### src/rtl/basilisk_reg_scoreboard.sv
// Register scoreboard: one saturating pending-write counter per architectural register.
// Latency: issue_ready is combinational from the counters; counter and reg_busy updates appear the next cycle.
// Backpressure: issue_ready drops while a dependency is pending, during flush and during rst. It never depends on issue_valid.
//
// Ports: clk/rst (synchronous, active-high); flush clears all counters.
//        issue_valid/issue_ready/issue_dep{rs3,rs2,rs1,rd}/issue_rd/rs1/rs2/rs3 form the decode handshake.
//        wb_valid/wb_rd are per-port writeback retire strobes.
//        reg_busy is a per-register pending flag. underflow_err is sticky and clears only on rst.
// Optional feature: define BASILISK_SCOREBOARD_BYPASS_EN to let a source with one pending write
// that is retiring this cycle count as ready.
module basilisk_reg_scoreboard #(
  parameter int NUM_REGS     = 32,
  parameter int NUM_WB_PORTS = 2,
  parameter int CNT_WIDTH    = 3,
  parameter int WAW_ALLOW    = 0,
  localparam int IDX_W       = $clog2(NUM_REGS)
) (
  input  logic                          clk,
  input  logic                          rst,
  input  logic                          flush,
  input  logic                          issue_valid,
  output logic                          issue_ready,
  input  logic [3:0]                    issue_dep,
  input  logic [IDX_W-1:0]              issue_rd,
  input  logic [IDX_W-1:0]              issue_rs1,
  input  logic [IDX_W-1:0]              issue_rs2,
  input  logic [IDX_W-1:0]              issue_rs3,
  input  logic [NUM_WB_PORTS-1:0]       wb_valid,
  input  logic [NUM_WB_PORTS*IDX_W-1:0] wb_rd,
  output logic [NUM_REGS-1:0]           reg_busy,
  output logic                          underflow_err
);

  localparam int HIT_W = $clog2(NUM_WB_PORTS + 1);
  // Wide enough to hold counter + 1 and up to NUM_WB_PORTS decrements without wrapping.
  localparam int SUM_W = CNT_WIDTH + HIT_W + 1;
  localparam logic [CNT_WIDTH-1:0] CNT_MAX = {CNT_WIDTH{1'b1}};

  logic [CNT_WIDTH-1:0] cnt_q   [NUM_REGS];
  logic [CNT_WIDTH-1:0] cnt_d   [NUM_REGS];
  logic [HIT_W-1:0]     hit_cnt [NUM_REGS];
  logic [NUM_REGS-1:0]  src_rdy;
  logic [NUM_REGS-1:0]  busy_q, busy_d;
  logic                 underflow_q, underflow_d;
  logic                 srcs_ok, rd_ok, accept_rd;

  // Count how many writeback ports retire each register this cycle.
  always_comb begin
    for (int r = 0; r < NUM_REGS; r++) begin
      hit_cnt[r] = '0;
      for (int p = 0; p < NUM_WB_PORTS; p++) begin
        if (wb_valid[p] && (wb_rd[p*IDX_W +: IDX_W] == IDX_W'(r))) begin
          hit_cnt[r] = hit_cnt[r] + HIT_W'(1);
        end
      end
    end
  end

  // Per-register source readiness. With bypass, the last outstanding write
  // retiring this cycle is good enough; the execute stage forwards the data.
  always_comb begin
    for (int r = 0; r < NUM_REGS; r++) begin
`ifdef BASILISK_SCOREBOARD_BYPASS_EN
      src_rdy[r] = (cnt_q[r] == '0) ||
                   ((cnt_q[r] == CNT_WIDTH'(1)) && (hit_cnt[r] != '0));
`else
      src_rdy[r] = (cnt_q[r] == '0);
`endif
    end
  end

  // Issue gate. The rd check is never bypassed.
  always_comb begin
    srcs_ok = (!issue_dep[1] || src_rdy[issue_rs1]) &&
              (!issue_dep[2] || src_rdy[issue_rs2]) &&
              (!issue_dep[3] || src_rdy[issue_rs3]);
    if (WAW_ALLOW != 0) begin
      rd_ok = !issue_dep[0] || (cnt_q[issue_rd] != CNT_MAX);
    end else begin
      rd_ok = !issue_dep[0] || (cnt_q[issue_rd] == '0);
    end
    issue_ready = srcs_ok && rd_ok && !flush && !rst;
    accept_rd   = issue_valid && issue_ready && issue_dep[0];
  end

  // Net counter update: +1 for an accepted issue, -k for k writeback hits,
  // clamped at zero with the underflow flagged.
  always_comb begin
    logic [SUM_W-1:0] sum;
    logic [SUM_W-1:0] dec;
    sum         = '0;
    dec         = '0;
    underflow_d = underflow_q;
    for (int r = 0; r < NUM_REGS; r++) begin
      sum = SUM_W'(cnt_q[r]) + SUM_W'(accept_rd && (issue_rd == IDX_W'(r)));
      dec = SUM_W'(hit_cnt[r]);
      if (flush) begin
        cnt_d[r] = '0;
      end else if (dec > sum) begin
        cnt_d[r]    = '0;
        underflow_d = 1'b1;
      end else begin
        cnt_d[r] = CNT_WIDTH'(sum - dec);
      end
      busy_d[r] = (cnt_d[r] != '0);
    end
  end

  always_ff @(posedge clk) begin
    if (rst) begin
      for (int r = 0; r < NUM_REGS; r++) begin
        cnt_q[r] <= '0;
      end
      busy_q      <= '0;
      underflow_q <= 1'b0;
    end else begin
      for (int r = 0; r < NUM_REGS; r++) begin
        cnt_q[r] <= cnt_d[r];
      end
      busy_q      <= busy_d;
      underflow_q <= underflow_d;
    end
  end

  assign reg_busy      = busy_q;
  assign underflow_err = underflow_q;

endmodule

### config.mk
export PLATFORM = sky130hd
export DESIGN_NAME = basilisk_reg_scoreboard
export DESIGN_NICKNAME = d
export VERILOG_FILES = /design/src/rtl/basilisk_reg_scoreboard.sv
export SDC_FILE = /design/constraint.sdc
export NUM_CORES = 1
export LEC_CHECK = 0
export CAP_MARGIN = 30
export CORE_AREA = 4 4 182 219
export DETAILED_ROUTE_END_ITERATION = 16
export DIE_AREA = 0 0 186 223
export GPL_ROUTABILITY_DRIVEN = 0
export HOLD_SLACK_MARGIN = 0.15
export PLACE_DENSITY_LB_ADDON = 0.1
export SLEW_MARGIN = 25
export SYNTH_ARGS = -nofsm -noshare
export SYNTH_HDL_FRONTEND = slang
export SYNTH_SLANG_ARGS = --single-unit
### constraint.sdc
create_clock -name clk -period 4.91 [get_ports clk]
set_input_delay 0.7365 -clock clk [delete_from_list [all_inputs] [get_ports clk]]
set_output_delay 0.7365 -clock clk [all_outputs]
set_load 0.005 [all_outputs]
==> out/qor.txt, run 1 <==
Initial DRC Count: 522
Nets: 1931
Async S/R FF share, synth: 0%
Core Area: 37670 sq um
Fill count: 3797
Placed instance area: 14180 sq um
Overall routing resource usage: 18.73%
Worst EP required: 5.26 ns
Max_cap viols: 0
Post-synthesis net count: 1612
Min-Delay Path Class: register to register
DP HPWL: 32.00 mm
Worst hold slack: 0.6029 ns
Layout Skew: 0.009573 ns
First-pass GRT wire length: 58.75 mm
Vias: 10440
Tcrit/Tclk final: 97.08%
Root Buffer: clkbuf_16
Yosys reg bits: 129
Levels on crit path: 20
Reg-to-reg critical path startpoint: cnt_q[29][1]$_SDFF_PP0_
Crit-path cells: clkdlybuf4s50_1 > buf_4 > nor4_1 > a211oi_1 > nor4_2 > a221oi_2 > buf_4 > a311oi_2 > nand3_4 > buf_8 > nor3_1 > ha_1 > ha_1 > ha_1 > nor2b_1 > o211ai_1 > nand4_1 > nor4_4 > a31oi_1 > o21ba_2
Period minus WS final: 4.767 ns
Post-Route WL: 38.91 mm
Post-route cell area: 15720 sq um
Status: completed
PD cells: 191.7 nW/um^2
H-tree Lvls: 4
TritonCTS Buffers: 17
Synth Area per Inst: 8.514 sq um
Crit path to: underflow_err$_SDFF_PP0_
Die H: 223 microns
Most frequent cells in the layout: buf_4, ha_1, nor2_1
Chip width: 186 microns
Worst setup path class: input pin to register
Cell Area, Synth: 11200 sq um
Final Hold Vio Count: 0
Vias in the first global route: 10520
Crit-path max cell delay: 0.49 ns
Slew HR: 60.61%
Antenna violations before repair: 0
CTS tree: yes
Max Clock Freq: 209.8 MHz
Dominant synthesized flop cell: dfxtp_1
Post-layout power: 3.014 mW
Diode count: 0
Worst Setup SP: issue_rs2[0]
Crit-path max FO: 7
Worst path most repeated cell: ha_1
Port Buf Inserts: 73
Worst setup EP type: register
Crit Reg-Reg Endpoint: underflow_err$_SDFF_PP0_
Worst setup SP type: input pin
Worst EP arrival: 5.12 ns
Clock slew at reported path FFs: 0.06 ns
Final count of pins violating max slew: 0
Post-synth EDFFs: 0
Delay-heaviest family, CP: simple AND/OR/NAND/NOR gates
Remaining DRCs: 0
Io pins: 74
Die ar.: 41480 sq um
Post-Synthesis Cells: 1316
CTS max path bufs: 2
Slowest CP cell: clkdlybuf4s50_1
Rows: 78
Worst path bufs/invs: 4
Total grt overflow: 0
Yosys warns: 0
Worst slew pin tran: 0.5908 ns
Commonest non-fill, non-tap cell in the layout: buf_4
Layout area overhead: 40.30%
Routed Antenna Nets: 0
Post-synthesis sequential area ratio: 23.05%
Pleak: 6.675 nW
Drt first pass iters: 7
CTS Sinks: 129
Unique cell type count in the Yosys netlist: 66
Setup violators final: 0
Starting Density: 29.74%
Layout cells sized above 1: 24.15%
DR WL/cell: 18.28 microns
Worst-skew pair later-pin latency: 0.46 ns
Fin util: 41.73%
Worst vdd ir: 0.0002191 V
R2R cell count: 17
Pin count of the biggest net entering global routing: 33
Via density: 4.906
Reg2reg setup slack: 0.18 ns
Setup tns final: 0 ns
## final cells by class
| cell class | instances | area (sq um) | area share [%] |
|---|---|---|---|
| Clock inverter | 14 | 212.7 | 1.353 |
| Clock buffer | 18 | 439.2 | 2.794 |
| Timing Repair Buffer | 333 | 2838 | 18.05 |
| Tap cell | 480 | 600.6 | 3.820 |
| Multi-Input combinational cell | 1001 | 8473 | 53.90 |
| Sequential cell | 129 | 2582 | 16.43 |
| Inverter | 153 | 574.3 | 3.653 |
## worst min-delay path, delay by kind of cell, from the launching register on
kind                      cells  cell delay [ns]
xor gates and xnor gates      1             0.15
DFF                           1             0.34
and+or+nand+nor               1             0.07
## worst min path at each step
stage	from	endpoint	slack, ns	cells past startpoint
final	cnt_q[19][2]$_SDFF_PP0_	cnt_q[19][2]$_SDFF_PP0_	0.60	2
after floorplan	underflow_err$_SDFF_PP0_	underflow_err$_SDFF_PP0_	0.48	1
after global placement	cnt_q[19][2]$_SDFF_PP0_	cnt_q[19][2]$_SDFF_PP0_	0.58	2
after CTS	cnt_q[19][2]$_SDFF_PP0_	cnt_q[19][2]$_SDFF_PP0_	0.60	2
after global routing	underflow_err$_SDFF_PP0_	underflow_err$_SDFF_PP0_	0.63	1
after detailed placement	cnt_q[3][2]$_SDFF_PP0_	cnt_q[3][2]$_SDFF_PP0_	0.59	2
## report_power, final
| group | switching [mW] | total, mW | leakage (nW) | internal [mW] |
|---|---|---|---|---|
| clock | 0.515 | 1.43 | 0.320 | 0.911 |
| sequential | 0.0146 | 1.08 | 1.04 | 1.06 |
| combinational | 0.265 | 0.511 | 5.31 | 0.245 |
## cell usage after synthesis, drive strengths merged (10+ instances only)
| cell type | number | area share (%) |
|---|---|---|
| a211oi | 14 | 0.94 |
| a21oi | 42 | 1.9 |
| a31oi | 36 | 2.0 |
| clkbuf | 24 | 1.2 |
| dfxtp | 129 | 23 |
| fa | 32 | 5.7 |
| ha | 224 | 25 |
| inv | 153 | 5.1 |
| mux2i | 10 | 0.89 |
| nand2 | 71 | 2.4 |
| nand2b | 19 | 1.1 |
| nand3 | 39 | 1.8 |
| nand4 | 10 | 0.56 |
| nor2 | 178 | 6.0 |
| nor2b | 27 | 1.5 |
| nor3 | 88 | 3.9 |
| nor4 | 29 | 1.6 |
| o211ai | 20 | 1.4 |
| xnor2 | 30 | 2.3 |
| xor2 | 34 | 2.7 |
## stage by stage
| step | setup WS, ns | std cells |
|---|---|---|
| after global placement | -0.5707 | 2078 |
| after detailed placement | -0.5727 | 2078 |
| after floorplan | 0.5401 | 1316 |
| after global routing | -0.01286 | 2128 |
| after CTS | 0.03052 | 2112 |
| final | 0.1434 | 2128 |
## layer usage
layer	track usage (%)	vias to the layer above	share of wire, %
met5	0	-	0
met2	33.97	220	52
met1	21.94	4981	41
li1	-	5180	-
met3	2.789	60	3.9
met4	7.218	0	3.3
## logic make-up (layout without fill, tap and decap cells)
group	after synthesis	after routing	share of synthesized area (%)
xor+xnor	64	64	5.003
simple gates	496	496	21.12
fa+ha+maj	256	256	30.73
mux	20	20	2.836
compound gates	165	165	10.29
buf+inv	186	518	6.979
flops	129	129	23.05
## state kept, by name (all words and copies together) (netlist names)
register and count:
cnt_q 96, underflow_err 1, reg_busy 32
## what timing repair did
action	in CTS	in global routing
cloned	0	3
gates resized for setup	5	110
hold buffers	0	0
setup endpoints to repair	1	2
pin swaps	1	44
setup buffers	2	13
Power figures use the tool's default switching activity.
==> inputs of run 2 (changes only) <==
--- a/config.mk
+++ b/config.mk
@@ -7,6 +7,7 @@
 export LEC_CHECK = 0
 export CAP_MARGIN = 30
 export CORE_AREA = 4 4 182 219
+export CTS_CLUSTER_DIAMETER = 30
 export DETAILED_ROUTE_END_ITERATION = 16
 export DIE_AREA = 0 0 186 223
 export GPL_ROUTABILITY_DRIVEN = 0
==> results of run 2 <==
Same layout as run 1: the final DEF is identical, and so are final timing and power.
==> inputs of run 3 (changes only) <==
--- a/config.mk
+++ b/config.mk
@@ -6,10 +6,10 @@
 export NUM_CORES = 1
 export LEC_CHECK = 0
 export CAP_MARGIN = 30
-export CORE_AREA = 4 4 182 219
+export CORE_AREA = 4 4 158 191
 export CTS_CLUSTER_DIAMETER = 30
 export DETAILED_ROUTE_END_ITERATION = 16
-export DIE_AREA = 0 0 186 223
+export DIE_AREA = 0 0 162 195
 export GPL_ROUTABILITY_DRIVEN = 0
 export HOLD_SLACK_MARGIN = 0.15
 export PLACE_DENSITY_LB_ADDON = 0.1
==> out/qor.txt, run 3 (same netlist as run 1, synthesis figures left out) <==
Status: completed
Met2 usage: 40.37%
Antenna violations before repair: 0
Setup ws final: 0.1196 ns
Chip width: 162 microns
Die ar.: 31590 sq um
Worst-skew pair later-pin latency: 0.44 ns
Period minus WS final: 4.790 ns
Layout cells sized above 1: 20.33%
Layout Skew: 0.01363 ns
CTS max path bufs: 2
Layout area overhead: 32.99%
Worst setup EP type: register
Max Clock Freq: 208.8 MHz
Final count of pins violating max slew: 0
P_int: 2.201 mW
Commonest non-fill, non-tap cell in the layout: buf_4
Comb pwr share: 15.9%
TritonCTS Buffers: 17
Port Buf Inserts: 73
H-tree Lvls: 4
Setup tns final: 0 ns
Fill count: 2770
Psw: 793.9 uW
Area of the multi-input gates: 8083 sq um
PD cells: 201.0 nW/um^2
Max_cap viols: 0
Worst vdd ir: 0.0001926 V
Most frequent cells in the layout: buf_4, ha_1, nor2_1
CTS tree: yes
Setup violators final: 0
Crit-path max FO: 5
Worst setup SP type: input pin
Reg area: 2582 sq um
Clock Power Share: 48.2%
Clock slew at reported path FFs: 0.06 ns
Drt first pass iters: 5
Slew HR: 56.23%
Nets: 1901
GR Util met1: 27.51%
Rows: 68
Starting Density: 39.43%
Post-Route WL: 36.17 mm
Via density: 5.210
Root Buffer: clkbuf_16
R2R cell count: 17
Die H: 195 microns
Total grt overflow: 0
Initial DRC Count: 678
Grt met3 use: 3.293%
Worst slew pin tran: 0.6565 ns
Overall routing resource usage: 22.92%
Post-Place Setup Slack: -0.6003 ns
WHS Path Cells: 2
Max FFs per register: 96
Min-Delay Path Class: register to register
DR WL/cell: 18.06 microns
Pleak: 6.505 nW
CTS Sinks: 129
Remaining DRCs: 0
Diode count: 0
Io pins: 74
Worst EP required: 5.24 ns
Pin count of the biggest net entering global routing: 33
Busiest layer in global routing: met2
Routed Antenna Nets: 0
Core Area: 28420 sq um
Sequential power share: 35.9%
DP HPWL: 29.27 mm
Switch share: 26.51%
Vias in the first global route: 10520
Tcrit/Tclk final: 97.56%
First-pass GRT wire length: 56.19 mm
Worst EP arrival: 5.12 ns
Largest Register: cnt_q
Vias: 10440
Worst setup path class: input pin to register
Worst hold slack: 0.6014 ns
Final Hold Vio Count: 0
-- run 3: cell count changes in the layout (fill, tap and decap cells not counted), moves of 4 or more --
| cell | delta |
|---|---|
| buf_4 | -22 |
| nor3_2 | -4 |
| ha_2 | -4 |
| nor4_1 | +8 |
| nor4_2 | -5 |
| ha_4 | -17 |
| nor3_1 | +5 |
| ha_1 | +21 |
-- run 3: area by class of cell --
type,count,share of cell area [%]
inverters,153,3.854
multi-input cells,1001,54.24
clock inverters,13,1.411
clock buffers,19,2.973
flip-flops and latches,129,17.33
well taps,385,3.233
repair buffers,303,16.95
-- run 3: power by group through the flow --
stage	logic, mW	registers, mW	clock network [mW]
floorplan	0.216	1.09	0
global placement	0.447	1.10	0
detailed placement	0.447	1.10	0
CTS	0.449	1.08	1.47
global route	0.514	1.08	1.50
finish	0.475	1.08	1.44
-- run 3: metrics by stage --
step,utilization [%],std cells,power (mW),area (sq um)
after CTS,51.27,1996,2.991,14570
after global placement,48.95,1964,1.545,13910
after global routing,52.43,2003,3.094,14900
final,52.43,2003,2.995,14900
after detailed placement,48.95,1964,1.546,13910
after floorplan,-,1316,1.311,11200
-- run 3: path summary, 6_finish.rpt --
kind,startpoint,to,slack [ns]
worst min-delay path,cnt_q[27][2]$_SDFF_PP0_,cnt_q[27][2]$_SDFF_PP0_,0.60
worst min register to register,cnt_q[27][2]$_SDFF_PP0_,cnt_q[27][2]$_SDFF_PP0_,0.60
worst max register to register,cnt_q[29][2]$_SDFF_PP0_,underflow_err$_SDFF_PP0_,0.18
worst max-delay path,issue_rs1[1],underflow_err$_SDFF_PP0_,0.12
-- run 3: critical path: stages --
cell and delay (ns):
clkdlybuf4s50_1 0.42, buf_6 0.16, buf_4 0.14, nor4_1 0.44
a211oi_1 0.09, o21ai_0 0.19, a211oi_1 0.10, a41oi_2 0.25
nand3_4 0.18, buf_12 0.21, nor3_2 0.18, ha_2 0.21
ha_1 0.25, ha_1 0.29, nor2b_1 0.14, o211ai_1 0.22
nand4_1 0.25, nor4_1 0.33, a31oi_1 0.11, o21ba_2 0.20
-- run 3: what timing repair did --
item | 4_1_cts | 5_1_grt
hold buffers | 0 | 0
endpoints found under the setup margin | 1 | 1
setup buffers | 0 | 6
gates resized for setup | 5 | 59
pin swaps | 1 | 19
gates cloned | 0 | 1
-- run 3: metal layers --
layer	up-vias	wire [microns]	share of wire, %
met4	0	1650	4.6
met1	4961	15070	42
met5	-	0	0
li1	5129	-	-
met3	85	1529	4.2
met2	260	17920	50
